$ cat config.mk
export PLATFORM = sky130hd
export DESIGN_NAME = deserializer
export DESIGN_NICKNAME = d
export VERILOG_FILES = /design/src/rtl/deserializer.sv
export SDC_FILE = /design/constraint.sdc
export NUM_CORES = 1
export LEC_CHECK = 0
export ABC_AREA = 1
export BUFFER_PORTS_ARGS = -buffer_cell sky130_fd_sc_hd__buf_4
export CAP_MARGIN = 15
export CORE_MARGIN = 10
export CORE_UTILIZATION = 53
export DETAILED_ROUTE_END_ITERATION = 7
export GPL_TIMING_DRIVEN = 0
export PLACE_DENSITY = 0.82
export SYNTH_ARGS = -nofsm -noshare
export SYNTH_HDL_FRONTEND = slang
export SYNTH_SLANG_ARGS = --single-unit
$ cat constraint.sdc
create_clock -name clock_in -period 1.3 [get_ports clock_in]
set_input_delay 0.26 -clock clock_in [delete_from_list [all_inputs] [get_ports clock_in]]
set_output_delay 0.26 -clock clock_in [all_outputs]
set_load 0.01 [all_outputs]
$ cat src/rtl/deserializer.sv
// Serial-to-parallel receiver: framed words in (start, data LSB first, optional parity, stop)
// with a valid/ready output holding register. Define PARITY_EN to enable the even-parity bit.
module deserializer #(
    parameter int DATA_WIDTH = 8
) (
    input  logic                  clock_in,
    input  logic                  reset_n,
    input  logic                  Data_in,
    input  logic                  Bit_en,
    input  logic                  Data_ready,
    output logic [DATA_WIDTH-1:0] Data_out,
    output logic                  Data_valid,
    output logic                  Frame_error,
    output logic                  Parity_error,
    output logic                  Overrun
);

    localparam int CNT_W = $clog2(DATA_WIDTH);
    localparam logic [CNT_W-1:0] LAST_BIT = CNT_W'(DATA_WIDTH - 1);

    typedef enum logic [1:0] {
        ST_IDLE   = 2'd0,
        ST_DATA   = 2'd1,
`ifdef PARITY_EN
        ST_PARITY = 2'd2,
`endif
        ST_STOP   = 2'd3
    } state_t;

    state_t                  state_q;
    logic [CNT_W-1:0]        bit_cnt_q;
    logic [DATA_WIDTH-1:0]   shift_q;
    logic [DATA_WIDTH-1:0]   data_out_q;
    logic                    valid_q;
    logic                    frame_err_q;
    logic                    overrun_q;
    logic                    complete_s;
    logic                    accept_s;

`ifdef PARITY_EN
    logic                    parity_bit_q;
    logic                    parity_err_q;

    // Even parity: the stored parity bit must make the total number of ones even.
    function automatic logic parity_mismatch(input logic [DATA_WIDTH-1:0] data,
                                             input logic par_bit);
        return par_bit ^ (^data);
    endfunction
`endif

    assign complete_s = Bit_en && (state_q == ST_STOP);
    assign accept_s   = valid_q && Data_ready;

    // Frame FSM, shift register and output holding register.
    always_ff @(posedge clock_in or negedge reset_n) begin
        if (!reset_n) begin
            state_q      <= ST_IDLE;
            bit_cnt_q    <= {CNT_W{1'b0}};
            shift_q      <= {DATA_WIDTH{1'b0}};
            data_out_q   <= {DATA_WIDTH{1'b0}};
            valid_q      <= 1'b0;
            frame_err_q  <= 1'b0;
            overrun_q    <= 1'b0;
`ifdef PARITY_EN
            parity_bit_q <= 1'b0;
            parity_err_q <= 1'b0;
`endif
        end else begin
            if (Bit_en) begin
                case (state_q)
                    ST_IDLE: begin
                        if (!Data_in) begin
                            state_q   <= ST_DATA;
                            bit_cnt_q <= {CNT_W{1'b0}};
                        end
                    end
                    ST_DATA: begin
                        shift_q   <= {Data_in, shift_q[DATA_WIDTH-1:1]};
                        bit_cnt_q <= bit_cnt_q + CNT_W'(1);
                        if (bit_cnt_q == LAST_BIT) begin
`ifdef PARITY_EN
                            state_q <= ST_PARITY;
`else
                            state_q <= ST_STOP;
`endif
                        end
                    end
`ifdef PARITY_EN
                    ST_PARITY: begin
                        parity_bit_q <= Data_in;
                        state_q      <= ST_STOP;
                    end
`endif
                    ST_STOP: state_q <= ST_IDLE;
                    default: state_q <= ST_IDLE;
                endcase
            end

            // A completing frame takes priority over a plain accept; a full, unaccepted register drops it.
            if (complete_s) begin
                if (!valid_q || Data_ready) begin
                    data_out_q   <= shift_q;
                    frame_err_q  <= ~Data_in;
                    valid_q      <= 1'b1;
`ifdef PARITY_EN
                    parity_err_q <= parity_mismatch(shift_q, parity_bit_q);
`endif
                end else begin
                    overrun_q <= 1'b1;
                end
            end else if (accept_s) begin
                valid_q <= 1'b0;
            end
        end
    end

    assign Data_out    = data_out_q;
    assign Data_valid  = valid_q;
    assign Frame_error = frame_err_q;
    assign Overrun     = overrun_q;
`ifdef PARITY_EN
    assign Parity_error = parity_err_q;
`else
    assign Parity_error = 1'b0;
`endif

endmodule

Word-level counts from Yosys, hierarchy flattened
Index checks and enable logic that the tools add are counted.

operators by class
  mux-type cells = 8
  bitwise gates (word level) = 2
  add/sub/neg operators = 1
  equality and inequality tests = 6
  reductions and logical operators = 13

operator list
  operator                                               count
  AND reduction 2 bit                                    4
  one-hot mux 3 bit (2 select lines)                     1
  AND reduction 3 bit                                    2
  2-to-1 mux 2 bit                                       2
  inequality test 2 bit, second input constant           2
  one-hot mux 2 bit (2 select lines)                     1
  nonzero test 2 bit                                     2
  adder 3 x 1 -> 3 bit, second input constant            1
  equality test 3 bit, second input constant             1
  2-to-1 mux 1 bit                                       3
  2-to-1 mux 3 bit                                       1
  equality test 2 x 1 -> 1 bit, second input constant    1
  equality test 2 bit, second input constant             1
  logical AND 1 bit                                      2
  logical NOT 2 bit                                      1
  inequality test 2 x 1 -> 1 bit, second input constant  1
  inverter 1 bit                                         2
  logical NOT 1 bit                                      1
  logical OR 1 bit                                       1

storage, ports and cells
  output and inout bits = 12
  register bits after elaboration = 24
  input bits = 5

Logic depth before layout (Yosys ltp)
Gate-level depths: netlist of run 1.

  depth in word-level cells = 4
  mapped depth = 5

Least setup slack after synthesis of run 1
OpenSTA, ideal clock, no wires.

  path kind = register to register
  start point = register bit_cnt_q[0]
  end point = register state_q[0]
  required time = 1233 ps
  arrival = 974 ps
  stages on the path, launching flop included = 6
  path slack = 259 ps
  setup time = 67 ps
  period minus slack after synthesis = 1041 ps
  cell sequence = dfrtp_1 > ha_1 > ha_1 > o21ai_0 > nand2_1 > nand2_1

between the ends
  word-level cells in the longest chain between the ends = 3

ends and longest elaborated chain
  what                             RTL line  source
  from (decl)                      31        logic [CNT_W-1:0] bit_cnt_q;
  from (signal assigned)           58        bit_cnt_q <= {CNT_W{1'b0}};
  from (signal assigned)           74        bit_cnt_q <= {CNT_W{1'b0}};
  from (signal assigned)           79        bit_cnt_q <= bit_cnt_q + CNT_W'(1);
  equality test 3 bit              80        if (bit_cnt_q == LAST_BIT) begin
  inequality test 2 bit (no line)  --
  AND reduction 3 bit (no line)    --
  to (signal assigned)             84        state_q <= ST_STOP;
  to (signal assigned)             94        ST_STOP: state_q <= ST_IDLE;
  to (signal assigned)             95        default: state_q <= ST_IDLE;
  to (decl)                        30        state_t state_q;

Every way passes these cells.
A chain may end at the register's enable or synchronous reset.

Worst setup path in the final report of run 1
  start point = register valid_q (netlist: Data_valid)
  end point = output port Data_valid

RTL lines
  what                    RTL line  source
  from (decl)             34        logic valid_q;
  from (signal assigned)  61        valid_q <= 1'b0;
  from (signal assigned)  104       valid_q <= 1'b1;
  from (signal assigned)  112       valid_q <= 1'b0;
  to (decl)               12        output logic Data_valid,

No word-level cell between the ends.

==> results of run 1 <==
==> per-stage QoR <==
step,instances,total power [mW],setup WS [ns]
after floorplan,113,1.60,0.259
after global placement,153,1.86,0.213
after detailed placement,153,1.93,0.179
after CTS,158,2.32,0.144
after global routing,158,2.47,0.0000652
final,158,2.30,0.150
==> metal layers <==
layer  global-route usage (%)  vias up
li1                         -      387
met1                     10.1      357
met2                     18.8       24
met3                     3.00        2
met4                     4.10        0
met5                        0        -
==> state kept, by name (all words and copies together), names as in the netlist <==
signal and count:
Data_valid 1, state_q 2, bit_cnt_q 3, shift_q 8, Data_out 8, Frame_error 1
Overrun 1
==> path summary, 6_finish.rpt <==
path | slack [ns] | to
worst max-delay path | 0.15 | Data_valid
worst min-delay path | 0.16 | state_q[1]
worst max register to register | 0.16 | state_q[0]
worst min register to register | 0.48 | Overrun
max in group asynchronous | 0.71 | state_q[0]
min in group asynchronous | 0.36 | Data_out[4]
==> final cells by class <==
class	instances	share of cell area (%)
buffer	4	2.93
tap	25	2.62
sequential	24	50.2
inverter	9	2.82
clock buffer	4	3.03
multi-input combinational	76	28.1
timing repair buffer	16	10.3
==> worst register-to-register path: cells and delay by family (launching register included) <==
| family | cells | cell delay, ns |
|---|---|---|
| compound gates | 1 | 0.15 |
| fa+ha+maj | 2 | 0.40 |
| flops | 1 | 0.42 |
| simple gates | 2 | 0.12 |
==> cell usage in the layout (no fill, tap or decap) <==
master         instances
o22ai_1                1
ha_1                   2
buf_6                  2
clkbuf_4               3
nand2_1               56
o21ai_2                1
clkbuf_8               1
nand2_2                1
inv_2                  3
dfrtp_1               24
nand3_1               12
inv_1                  6
dlygate4sd3_1          1
o21ai_0                1
buf_2                  1
nor2_4                 1
buf_4                 16
conb_1                 1
==> logic make-up after synthesis <==
logic type      Yosys count  share of synthesized area [%]
compound gates            3                           1.99
fa+ha+maj                 2                           2.49
buf+inv                  13                           6.84
flops                    24                           59.7
other cells               1                          0.373
simple gates             70                           28.6
==> report_power, final <==
| group | switching (mW) | leakage, nW | total, mW | internal [mW] |
|---|---|---|---|---|
| clock network | 0.228 | 0.0210 | 0.399 | 0.172 |
| registers | 0.183 | 0.306 | 1.19 | 1.01 |
| logic | 0.387 | 0.360 | 0.709 | 0.321 |
==> repair_timing <==
| action | in CTS | in global routing |
|---|---|---|
| gates resized for setup | 0 | 0 |
| setup buffers | 0 | 0 |
| endpoints found under the hold margin | 24 | 0 |
| hold buffers | 1 | 0 |
==> impl_metrics.tcl, run 1 <==
set metrics [dict create \
    place_congestion 0.739 \
    clkTransAtPathRegs_ns 0.13 \
    grt_usage_pct 10.1 \
    port_buffers 15 \
    row_count 15 \
    met2_length_microns 1080 \
    m1WireLength_microns 777 \
    required_ns 1.04 \
    syn_avg_cell_area_sq_um 8.90 \
    met3_length_microns 122 \
    hold_violations 0 \
    final_area_sq_um 1200 \
    dieArea_sq_um 4040 \
    drv_slew 0 \
    grt_overflow 0 \
    wirelength_microns 2000 \
    yosysTopAreaCell "dfrtp_1" \
    seqCellArea_sq_um 601 \
    grt_pass1_wl_microns 3350 \
    syn_area_sq_um 1010 \
    cp_slowest_stage_delay_ns 0.42 \
    setup_violations 0 \
    ir_drop_mv 1.06 \
    cts.sinks 24 \
    crit_arrival_ns 0.89 \
    skew_ns 0.00490 \
    fin_setup_tns_ns 0 \
    reg2reg_depth 5 \
    antenna_found_initial 0 \
    fp.coreArea_sq_um 1760 \
    drt_pass1_iterations 4 \
    p_leak_nw 0.688 \
    synthDistinctLibCells 15 \
    wl_per_cell_microns 12.7 \
    power.density_nw_per_um2 1920 \
    initial_core_util_pct 57.0 \
    grt_start_max_net_pins 25 \
    die_height_microns 63.6 \
    critical-path-slowest-cell "dfrtp_1" \
    final_util_pct 67.8 \
    startpoint "Data_valid" \
    highest-signal-layer "met4" \
    syn_nets 120 \
    clock_path_buffers 2 \
    fin_crit_sh_pct 88.4 \
    worstHoldStart "Bit_en" \
    synth-seq-cells 24 \
    hp-class "in -> reg" \
    status "complete, no violations" \
    vias 770 \
    antenna_cells 0 \
    postRouteAntennaNets 0 \
    whs_path_depth 2 \
    worstPathCellList "buf_4" \
    clk_latency_ns 0.32 \
    crit_family "flip-flops" \
    ys_warn_count 0 \
    critPathMaxFanout 3 \
    path_buf_inv 1 \
    maxCapViolations 0 \
    rsz0062_at_grt "no" \
    ys_seq_area_share_pct 59.7 \
    nets 141 \
    syn_inst 113 \
    min_period_ns 1.15 \
    fmax_ghz 0.870 \
    synth_top_area_share_pct 59.7 \
    drc 0 \
    die_x_microns 63.6 \
    num-fill-cells 167 \
    holdWs_ns 0.158 \
    worstSetupPathDepth 1 \
    ioPinCount 17 \
    clockRootBuffer "clkbuf_4" \
    yosysMostFrequentCell "nand2_1" \
    synth_commonest_cells "nand2_1 (56), dfrtp_1 (24), nand3_1 (12)" \
    multiInputGateArea_sq_um 337 \
    worstReg2RegStart "bit_cnt_q[0]" \
    drt_iter0_markers 29 \
    cts_inserted_buffers 3 \
    synth_edf_count 0 \
    syn_to_final_growth_pct 18.9 \
    drive_above_1_share_pct 21.8 \
    synthTopCellsByArea "dfrtp_1 (60%), nand2_1 (21%), nand3_1 (6.0%)" \
    place_area_sq_um 1150 \
    cp-end-kind "output port" \
    cts_tree "yes" \
    grt_pass1_vias 742 \
    dp_hpwl_microns 1480 \
    synth_flop_cell "dfrtp_1" \
    critPathLaunchType "flop" \
    path_class "reg -> out" \
    via_per_inst 4.87 \
    async_reset_ff_share_pct 100 \
    cts_htree_levels 1 \
]
Power figures use the tool's default switching activity.
==> run 2: changes to the inputs <==
--- a/config.mk
+++ b/config.mk
@@ -9,10 +9,10 @@
 export BUFFER_PORTS_ARGS = -buffer_cell sky130_fd_sc_hd__buf_4
 export CAP_MARGIN = 15
 export CORE_MARGIN = 10
-export CORE_UTILIZATION = 53
+export CORE_UTILIZATION = 57
 export DETAILED_ROUTE_END_ITERATION = 7
 export GPL_TIMING_DRIVEN = 0
-export PLACE_DENSITY = 0.82
+export PLACE_DENSITY = 0.87
 export SYNTH_ARGS = -nofsm -noshare
 export SYNTH_HDL_FRONTEND = slang
 export SYNTH_SLANG_ARGS = --single-unit
==> constraint.sdc (replaced) <==
create_clock -name clock_in -period 1.5 [get_ports clock_in]
set_input_delay 0.3 -clock clock_in [delete_from_list [all_inputs] [get_ports clock_in]]
set_output_delay 0.3 -clock clock_in [all_outputs]
set_load 0.01 [all_outputs]
==> run 2 against run 1 <==
  * Non-clock buffer count did not move
  * Final cell count did not move
  * Clock power rose by 19%
  * Combinational power fell by 12%
  * Sequential share of layout area fell by 0.67 points
==> impl_metrics.tcl, run 2 (synthesized netlist as in run 1, its figures left out) <==
set metrics [dict create \
    status "complete, no violations" \
    drive_above_1_share_pct 21.8 \
    fin_cells 158 \
    path_buf_inv 1 \
    grt_pass1_vias 803 \
    crit_arrival_ns 0.89 \
    wirelength_microns 2040 \
    wl_per_cell_microns 12.9 \
    clk_latency_ns 0.32 \
    multiInputGateArea_sq_um 337 \
    cts.sinks 24 \
    seqCellArea_sq_um 601 \
    fp.coreArea_sq_um 1710 \
    setup_violations 0 \
    postCtsSetupRepairBufs 0 \
    cts_resized 0 \
    drt_pass1_iterations 4 \
    final_area_sq_um 1210 \
    row_count 15 \
    hp-class "in -> reg" \
    drt_iter0_markers 14 \
    ir_drop_mv 0.895 \
    postRouteAntennaNets 0 \
    skew_ns 0.00462 \
    die_x_microns 62.0 \
    num-fill-cells 129 \
    place_congestion 0.735 \
    place_area_sq_um 1150 \
    drv_slew 0 \
    fin_setup_tns_ns 0 \
    port_buffers 15 \
    cts_tree "yes" \
    fin_crit_sh_pct 79.6 \
    grt_start_max_net_pins 25 \
    clock_path_buffers 2 \
    critPathLaunchType "flop" \
    die_height_microns 62.0 \
    ioPinCount 17 \
    vias 797 \
    p_leak_nw 0.694 \
    antenna_cells 0 \
    critPathMaxFanout 2 \
    via_per_inst 5.04 \
    path_class "reg -> out" \
    antenna_found_initial 0 \
    dieArea_sq_um 3850 \
    cts_inserted_buffers 3 \
    grt_usage_pct 12.1 \
    required_ns 1.20 \
    nets 141 \
    hold_violations 0 \
    holdWs_ns 0.195 \
    final_cell_mix "nand2_1 (56), dfrtp_1 (24), buf_4 (16)" \
    grt_pass1_wl_microns 3460 \
    min_period_ns 1.19 \
    final_common_cell "nand2_1" \
    cts_htree_levels 1 \
    clockRootBuffer "clkbuf_4" \
    crit_family "flip-flops" \
    cp_slowest_stage_delay_ns 0.42 \
    dp.cells 153 \
    syn_to_final_growth_pct 20.5 \
    total_power_mw 2.13 \
    initial_core_util_pct 58.9 \
    rsz0062_at_grt "no" \
    drc 0 \
    clkTransAtPathRegs_ns 0.14 \
    fmax_ghz 0.837 \
    power.density_nw_per_um2 1750 \
    grt_overflow 0 \
    worstPathCellList "buf_4" \
    dp_hpwl_microns 1430 \
    maxCapViolations 0 \
    critical-path-slowest-cell "dfrtp_1" \
    holdBufCountCts 1 \
    cp-end-kind "output port" \
]
run 2: changes by cell type in the layout (fill, tap and decap cells not counted):
cell | before | now
bufinv_16 | 0 | 1
clkbuf_8 | 1 | 0
run 2: where the power goes:
group          internal (mW)  switching [mW]  leakage [nW]
sequential             0.872           0.159         0.306
clock                  0.270           0.203        0.0279
combinational          0.279           0.343         0.360
run 2: final timing paths:
check / start / endpoint / slack [ns] / cells past startpoint
worst max-delay path: Data_out[5] / Data_out[5] / 0.31 / 1
worst min-delay path: Bit_en / state_q[1] / 0.20 / 2
worst max register to register: bit_cnt_q[0] / state_q[0] / 0.35 / 5
worst min register to register: Overrun / Overrun / 0.49 / 2
max in group asynchronous: reset_n / Data_out[7] / 0.88 / 2
min in group asynchronous: reset_n / Data_out[5] / 0.40 / 2
run 2: layer usage:
| layer | global-route usage [%] | part of all wire (%) | up-vias |
|---|---|---|---|
| met5 | 0 | 0 | - |
| li1 | - | - | 384 |
| met2 | 22.5 | 51 | 33 |
| met1 | 12.1 | 39 | 374 |
| met3 | 2.85 | 6.9 | 6 |
| met4 | 6.05 | 3.4 | 0 |
run 2: final cells by class:
class / count / share of cell area (%)
Buffer: 4 / 2.89
Clock buffer: 3 / 1.86
Clock inverter: 1 / 2.48
Inverter: 9 / 2.79
Multi-Input combinational cell: 76 / 27.8
Sequential cell: 24 / 49.5
Tap cell: 25 / 2.58
Timing Repair Buffer: 16 / 10.1
run 2: through the flow:
| stage | util, % | setup WS [ns] |
|---|---|---|
| after floorplan | - | 0.459 |
| after global placement | 67.3 | 0.418 |
| after detailed placement | 67.3 | 0.381 |
| after CTS | 71.0 | 0.308 |
| after global routing | 71.0 | 0.266 |
| final | 71.0 | 0.305 |
run 2: worst reg2reg max path, stage by stage (launching register included):
cell	delay [ns]
dfrtp_1	0.42
ha_1	0.21
ha_1	0.19
o21ai_0	0.14
nand2_1	0.07
nand2_1	0.06
==> run 3: changes to the inputs <==
==> config.mk (replaced) <==
export PLATFORM = sky130hd
export DESIGN_NAME = deserializer
export DESIGN_NICKNAME = d
export VERILOG_FILES = /design/src/rtl/deserializer.sv
export SDC_FILE = /design/constraint.sdc
export NUM_CORES = 1
export LEC_CHECK = 0
export ABC_AREA = 0
export BUFFER_PORTS_ARGS = -buffer_cell sky130_fd_sc_hd__buf_4
export CAP_MARGIN = 15
export CORE_MARGIN = 10
export CORE_UTILIZATION = 48
export DETAILED_ROUTE_END_ITERATION = 7
export GPL_TIMING_DRIVEN = 0
export PLACE_DENSITY = 0.79
export SYNTH_ARGS = -nofsm -noshare
export SYNTH_HDL_FRONTEND = slang
export SYNTH_SLANG_ARGS = --single-unit
==> constraint.sdc (replaced) <==
create_clock -name clock_in -period 1 [get_ports clock_in]
set_input_delay 0.2 -clock clock_in [delete_from_list [all_inputs] [get_ports clock_in]]
set_output_delay 0.2 -clock clock_in [all_outputs]
set_load 0.01 [all_outputs]
==> run 3 against run 2 <==
  * The flow now finishes with violations (setup timing)
  * Non-clock buffer count up 11
  * Die area up 13%
  * First-iteration DRC count rose by 29%
  * Clock power grew 5.3%
  * Final cell count down 21%
  * Synthesized cell count shrank 42%
  * Register-to-register slack worse by 0.64 ns
  * Power up 89%
  * Largest power group is now combinational logic
==> impl_metrics.tcl, run 3 <==
set metrics [dict create \
    ioPinCount 17 \
    synthDistinctLibCells 21 \
    skew_ns 0.00802 \
    clkTransAtPathRegs_ns 0.12 \
    min_period_ns 1.29 \
    setup_slack_ns -0.294 \
    reg2reg_depth 4 \
    syn_to_final_growth_pct 39.8 \
    setup_violations 31 \
    yosysMostFrequentCell "dfrtp_1" \
    hp-class "in -> reg" \
    crit_arrival_ns 1.49 \
    place_area_sq_um 1190 \
    fin_setup_tns_ns -5.43 \
    ys_seq_area_share_pct 59.6 \
    final_area_sq_um 1410 \
    initial_core_util_pct 50.8 \
    required_ns 1.20 \
    drt_pass1_iterations 2 \
    path_class "reg -> reg" \
    row_count 16 \
    grt_overflow 0 \
    cts_tree "yes" \
    vias 623 \
    nets 106 \
    syn_area_sq_um 1010 \
    fin_cells 125 \
    worstPathCellList "nand2b_1 -> nor2b_4 -> buf_12 -> mux2_4" \
    fp.coreArea_sq_um 1980 \
    syn_inst 65 \
    hold_violations 0 \
    holdWs_ns 0.120 \
    num-fill-cells 117 \
    cts_inserted_buffers 3 \
    clk_latency_ns 0.31 \
    yosysTopAreaCell "dfrtp_1" \
    drive_above_1_share_pct 63.3 \
    grt_pass1_wl_microns 3340 \
    power.density_nw_per_um2 2850 \
    status "finished with violations" \
    synthTopCellsByArea "dfrtp_1 (60%), mux2_4 (13%), mux2_2 (8.9%)" \
    wl_per_cell_microns 17.7 \
    synth_edf_count 0 \
    total_power_mw 4.01 \
    clock_path_buffers 2 \
    dieArea_sq_um 4330 \
    clockRootBuffer "clkbuf_4" \
    async_reset_ff_share_pct 100 \
    wirelength_microns 2210 \
    violations "setup timing" \
    port_buffers 15 \
    synth-seq-cells 24 \
    final_common_cell "dfrtp_1" \
    drc 0 \
    critPathMaxFanout 9 \
    ir_drop_mv 1.54 \
    die_height_microns 65.8 \
    cts_htree_levels 1 \
    dp.cells 107 \
    drv_slew 0 \
    critPathLaunchType "flop" \
    final_util_pct 71.0 \
    syn_nets 72 \
    grt_start_max_net_pins 25 \
    via_per_inst 4.98 \
    p_leak_nw 0.694 \
    grt_usage_pct 10.1 \
    synth_flop_cell "dfrtp_1" \
    final_cell_mix "dfrtp_1 (22), buf_4 (18), mux2_4 (16)" \
    place_congestion 0.683 \
    drt_iter0_markers 18 \
    rsz0062_at_grt "yes" \
    syn_avg_cell_area_sq_um 15.5 \
    cp-end-kind "flop" \
    cts.sinks 24 \
    ys_warn_count 0 \
    maxCapViolations 0 \
    whs_path_depth 2 \
    cp_slowest_stage_delay_ns 0.42 \
    fin_crit_sh_pct 129 \
    synth_top_area_share_pct 59.6 \
    synth_commonest_cells "dfrtp_1 (24), mux2_4 (9), mux2_2 (8)" \
    grt_pass1_vias 686 \
    pre_cts_ws_ns -0.301 \
    critical-path-slowest-cell "dfrtp_1" \
    antenna_found_initial 0 \
    die_x_microns 65.8 \
    postRouteAntennaNets 0 \
    fmax_ghz 0.773 \
    dp_hpwl_microns 1200 \
    antenna_cells 0 \
]
## run 3: cell count changes in the layout (fill, tap and decap cells not counted), moves of 2 or more
cell	before	now
a21oi_1	0	2
a22o_1	0	2
buf_4	16	18
buf_6	2	11
dfrtp_1	24	22
dfrtp_2	0	2
ha_1	2	0
inv_1	6	1
inv_2	3	0
mux2_4	0	16
nand2_1	56	2
nand3_1	12	0
## run 3: metal layers
| metal | vias to the layer above | wire length, microns | share of wire [%] | GRT usage [%] |
|---|---|---|---|---|
| met1 | 316 | 927 | 42 | 11.1 |
| met4 | 0 | 41 | 1.9 | 8.29 |
| met3 | 4 | 98 | 4.4 | 2.03 |
| li1 | 290 | - | - | - |
| met2 | 13 | 1150 | 52 | 16.3 |
| met5 | - | 0 | 0 | 0 |
## run 3: repair_timing
item	in CTS	in global routing
gates resized for setup	17	4
endpoints found under the setup margin	31	32
pin swaps	2	1
setup buffers	9	4
hold buffers	1	0
hold endpoints to repair	24	0
## run 3: final timing paths
| check | start | to | slack [ns] |
|---|---|---|---|
| max | Data_valid | Data_out[0] | -0.29 |
| min | Bit_en | state_q[0] | 0.12 |
| max reg2reg | Data_valid | Data_out[0] | -0.29 |
| min reg2reg | Overrun | Overrun | 0.52 |
| max in group asynchronous | reset_n | state_q[1] | 0.45 |
| min in group asynchronous | reset_n | shift_q[6] | 0.30 |
## run 3: final cells by class
cell class                      count  area [sq um]  area share (%)
Tap cell                           27          33.8            2.40
Buffer                              2          27.5            1.96
Inverter                            1          3.75           0.267
Sequential cell                    24           603            42.8
Multi-Input combinational cell     38           442            31.4
Timing Repair Buffer               29           262            18.6
Clock buffer                        4          36.3            2.58
## run 3: where the power goes
group	internal [mW]	switching, mW
Clock	0.222	0.276
Sequential	1.37	0.356
Combinational	1.19	0.589
## run 3: kinds of logic (layout without fill, tap and decap cells)
family,Yosys count,in the layout,share of synthesized area (%)
multiplexers,18,18,23.4
other,1,1,0.372
flip-flops,24,24,59.6
buffers and inverters,3,36,3.11
AO/OA/AOI/OAI,8,8,4.97
adder cells (fa/ha/maj),2,2,2.48
AND/OR/NAND/NOR,9,9,6.09
## run 3: critical path, delay by kind of cell (launching register included)
family	cells	cell delay (ns)
flops	1	0.42
simple gates	2	0.31
mux	1	0.31
buf+inv	1	0.15
